File: config.mk
export PLATFORM = sky130hd
export DESIGN_NAME = instr_fetch_loader
export DESIGN_NICKNAME = d
export VERILOG_FILES = /design/src/rtl/instr_fetch_loader.sv
export SDC_FILE = /design/constraint.sdc
export NUM_CORES = 1
export LEC_CHECK = 0
export CAP_MARGIN = 20
export CORE_MARGIN = 2
export CORE_UTILIZATION = 56
export DETAILED_ROUTE_END_ITERATION = 16
export HOLD_SLACK_MARGIN = 0.12
export PLACE_DENSITY = 0.88
export SLEW_MARGIN = 20
export SYNTH_ARGS = -nofsm -noshare
export SYNTH_HDL_FRONTEND = slang
export SYNTH_SLANG_ARGS = --single-unit
File: constraint.sdc
create_clock -name clk -period 3.9 [get_ports clk]
set_input_delay 0.39 -clock clk [delete_from_list [all_inputs] [get_ports clk]]
set_output_delay 0.39 -clock clk [all_outputs]
set_load 0.01 [all_outputs]
File: src/rtl/instr_fetch_loader.sv
// Fetch front end: synchronizes and debounces the load button, then assembles a
// 16-bit instruction from two switch bytes and offers it over valid/ready.
module instr_fetch_loader #(
  parameter  int DB_CYCLES = 200000,
  localparam int CNT_W     = $clog2(DB_CYCLES + 1)
) (
  input  logic        clk,
  input  logic        rst,
  input  logic        btn_raw,
  input  logic [7:0]  sw,
  input  logic        flush,
  input  logic        instr_ready,
  output logic        instr_valid,
  output logic [3:0]  opcode,
  output logic [11:0] operand,
  output logic        hi_pending,
  output logic        overrun
);

  typedef enum logic [1:0] {
    S_WAIT_LO = 2'd0,
    S_WAIT_HI = 2'd1,
    S_VALID   = 2'd2
  } state_t;

  localparam logic [CNT_W-1:0] CNT_LAST = CNT_W'(DB_CYCLES - 1);

  logic             sync0_q, sync0_d;
  logic             sync1_q, sync1_d;
  logic             deb_q, deb_d;
  logic             deb_prev_q, deb_prev_d;
  logic [CNT_W-1:0] cnt_q, cnt_d;
  logic             press_q, press_d;
  state_t           state_q, state_d;
  logic             instr_valid_q, instr_valid_d;
  logic [3:0]       opcode_q, opcode_d;
  logic [11:0]      operand_q, operand_d;
  logic             hi_pending_q, hi_pending_d;
  logic             overrun_q, overrun_d;

  // Synchronizer, debounce counter and press edge detect
  always_comb begin
    sync0_d    = btn_raw;
    sync1_d    = sync0_q;
    deb_d      = deb_q;
    cnt_d      = cnt_q;
    deb_prev_d = deb_q;
    // Any return to the accepted level discards a partial mismatch run.
    if (sync1_q == deb_q) begin
      cnt_d = '0;
    end else if (cnt_q == CNT_LAST) begin
      deb_d = sync1_q;
      cnt_d = '0;
    end else begin
      cnt_d = cnt_q + CNT_W'(1);
    end
    press_d = deb_q & ~deb_prev_q;
  end

  // Instruction assembly FSM
  always_comb begin
    state_d       = state_q;
    instr_valid_d = instr_valid_q;
    opcode_d      = opcode_q;
    operand_d     = operand_q;
    hi_pending_d  = hi_pending_q;
    overrun_d     = overrun_q;
    if (flush) begin
      state_d       = S_WAIT_LO;
      instr_valid_d = 1'b0;
      opcode_d      = '0;
      operand_d     = '0;
      hi_pending_d  = 1'b0;
      overrun_d     = 1'b0;
    end else begin
      case (state_q)
        S_WAIT_LO: begin
          if (press_q) begin
            opcode_d       = sw[3:0];
            operand_d[3:0] = sw[7:4];
            hi_pending_d   = 1'b1;
            state_d        = S_WAIT_HI;
          end
        end
        S_WAIT_HI: begin
          if (press_q) begin
            operand_d[11:4] = sw;
            hi_pending_d    = 1'b0;
            instr_valid_d   = 1'b1;
            state_d         = S_VALID;
          end
        end
        S_VALID: begin
          // Held data is never overwritten; a press here is only recorded.
          if (press_q) begin
            overrun_d = 1'b1;
          end
          if (instr_ready) begin
            instr_valid_d = 1'b0;
            state_d       = S_WAIT_LO;
          end
        end
        default: begin
          state_d = S_WAIT_LO;
        end
      endcase
    end
  end

  always_ff @(posedge clk or posedge rst) begin
    if (rst) begin
      sync0_q       <= 1'b0;
      sync1_q       <= 1'b0;
      deb_q         <= 1'b0;
      deb_prev_q    <= 1'b0;
      cnt_q         <= '0;
      press_q       <= 1'b0;
      state_q       <= S_WAIT_LO;
      instr_valid_q <= 1'b0;
      opcode_q      <= '0;
      operand_q     <= '0;
      hi_pending_q  <= 1'b0;
      overrun_q     <= 1'b0;
    end else begin
      sync0_q       <= sync0_d;
      sync1_q       <= sync1_d;
      deb_q         <= deb_d;
      deb_prev_q    <= deb_prev_d;
      cnt_q         <= cnt_d;
      press_q       <= press_d;
      state_q       <= state_d;
      instr_valid_q <= instr_valid_d;
      opcode_q      <= opcode_d;
      operand_q     <= operand_d;
      hi_pending_q  <= hi_pending_d;
      overrun_q     <= overrun_d;
    end
  end

  assign instr_valid = instr_valid_q;
  assign opcode      = opcode_q;
  assign operand     = operand_q;
  assign hi_pending  = hi_pending_q;
  assign overrun     = overrun_q;

endmodule

==> metrics.csv <==
metric,value,unit
first-pass GRT wire length,6686,microns
RSZ-0062 raised after global routing,no,
Num CTS Buffers,5,
FF-to-FF setup slack,1.79,ns
CTS Root Cell,clkbuf_4,
delay of the slowest cell on the worst path,0.80,ns
final setup fails,0,
clk_lat worst skew,0.36,ns
placed cell areas,0.002336,sq mm
number of synthesized register bits,44,
Worst Skew,0.01685,ns
LEAKAGE,0.9649,nW
drt drc,0,
clock-pin slew on the worst setup and hold paths,0.11,ns
cell count after synthesis,186,
Synth Area per Inst,10.70,sq um
GRT overflow,0,
total power,0.7730,mW
Layout Nets,233,
Vias/cell,5.440,
FP Rows,21,
post-route ant nets,0,
max_cap viols,0,
initial antenna violation count,0,
Fmax,474.5,MHz
final hold vios,0,
"Async S/R FF share, synth",100.0,%
CP endpoint kind,flip-flop,
Starting Density,59.19,%
total negative setup slack,0,ns
maximum number of pins on one net before global-route repair,24,
status,"complete, no violations",
routed len/inst,14.31,microns
worst r2r src,cnt_q[0]$_DFF_PP0_,
Rel. slew slack,39.47,%
Initial DRT Pass Iterations,4,
I/O pin count,32,
Worst path slowest cell,o31ai_4,
GRT Resource Usage Total,21.84,%
GP Congestion,0.8819,
max-slew violation count,0,
CP startpoint kind,flip-flop,
Core ar.,0.003363,sq mm
Worst Path Max Fanout,17,
die width,63.62,microns
number of synthesized flops with an enable pin,0,
WP buf/inv,0,
fraction of layout instances using a drive strength above 1,11.36,%
dpl hpwl,2818,microns
DIE AREA,0.004048,sq mm
stages on the worst setup path,5,
crit path from,cnt_q[0]$_DFF_PP0_,
Reg2Reg Depth,5,
vias in the first global route,1407,
clock buffer depth,2,
PortBufs,31,
Post-CTS Resized,0,
post-synth top area share,55.31,%
power density over the cells,320.4,mW/mm^2
htree depth,2,
CTS tree,yes,
Reg-to-Reg End,cnt_q[3]$_DFF_PP0_,
final wirelength,3807,microns
"Cell Area, Synth",0.001991,sq mm
Commonest cells post-synth,"dfrtp_1 (44), nand2_1 (18), nor2_1 (18)",
Post-CTS Setup Inserts,0,
CP top delay family,compound AO/OA/AOI/OAI gates,
CP arrival,2.31,ns
diodes inserted,0,
cts hold-fix bufs,0,
clock sink count,44,
synthesis-to-layout area growth,21.18,%
"Distinct cells, synth",28,
critical path cell sequence,"ha_1, and4_1, nand3_2, o31ai_4, nor2_1",
final instance area,0.002412,sq mm
"count leader, synth",dfrtp_1,
CP endpoint,cnt_q[3]$_DFF_PP0_,
WP data required,4.10,ns
classification of the worst setup path,flip-flop to flip-flop,
crit path time final,2.108,ns
Synth area leaders,"dfrtp_1 (55%), xnor2_1 (4.8%), mux2i_1 (4.5%), nor2_2 (3.5%), nand2_1 (3.4%)",
min-delay src,sync0_q$_DFF_PP0_,
Worst Max-Slew Pin Slew,0.9080,ns
Ys Warns,0,
"Seq/Total Area, Yosys",55.31,%
Post-Syn Nets,200,
total number of vias,1447,
Die H,63.62,microns
cell taking the most area after synthesis,dfrtp_1,
WHS,0.3616,ns
Main synth FF type,dfrtp_1,
First DRT Iteration DRCs,98,
VDD IR max,0.2367,mV
final period utilization,54.04,%
HP Class,flip-flop to flip-flop,
-- area by class of cell --
cell class                      instances  area, sq um
Sequential cell                        44         1101
Fill cell                             265        950.9
Multi-Input combinational cell        131        840.8
Timing Repair Buffer                   32        317.8
Tap cell                               46        57.56
Clock buffer                            6        41.29
Clock inverter                          2        35.03
Inverter                                5        18.77
-- worst min path at each step --
| stage | to | slack, ns | cells past startpoint |
|---|---|---|---|
| after global routing | sync1_q$_DFF_PP0_ | 0.40 | 0 |
| after global placement | sync1_q$_DFF_PP0_ | 0.33 | 0 |
| final | sync1_q$_DFF_PP0_ | 0.36 | 0 |
| after floorplan | sync1_q$_DFF_PP0_ | 0.33 | 0 |
| after detailed placement | sync1_q$_DFF_PP0_ | 0.34 | 0 |
| after CTS | sync1_q$_DFF_PP0_ | 0.36 | 0 |
-- metal layers --
layer / share of wire [%] / global-route usage [%]
met1: 42 / 25.96
met2: 50 / 36.58
met3: 6.5 / 7.679
met4: 1.5 / 7.880
met5: 0 / 0
-- layout by cell type, fill, tap and decap left out, types with 7 or more instances in the layout --
cell type and n:
dfrtp_1 44, clkdlybuf4s50_1 31, nand2_1 18, nor2_1 18, nand3_1 12, a21oi_1 12, nor2_2 11, xnor2_1 11
mux2i_1 9, nor3_1 7
-- sequential cells by signal, summed over array words and instances, names as in the netlist --
signal	count
hi_pending	1
instr_valid	1
state_q	2
sync1_q	1
deb_prev_d	1
press_q	1
overrun	1
operand	12
deb_prev_q	1
opcode	4
sync0_q	1
cnt_q	18
-- power by group --
group | switching (mW) | internal, mW
clock | 0.140 | 0.134
combinational | 0.0216 | 0.0152
sequential | 0.00260 | 0.460
-- per-stage QoR --
step	std cells	setup slack, ns	utilization (%)
after detailed placement	258	1.798	69.46
final	266	1.792	71.73
after global placement	258	1.910	69.46
after floorplan	186	2.242	-
after CTS	266	1.782	71.73
after global routing	266	1.630	71.73
-- cells by family after synthesis --
kind of cell             Yosys count  share of synthesized area (%)
XOR/XNOR                          16                          7.039
multiplexers                      10                          5.091
AO/OA/AOI/OAI                     17                          5.154
adder cells (fa/ha/maj)            1                         0.6284
buffers and inverters             11                          2.451
flip-flops                        44                          55.31
AND/OR/NAND/NOR                   87                          24.32
Note: power is estimated with default switching activity, not from simulation.
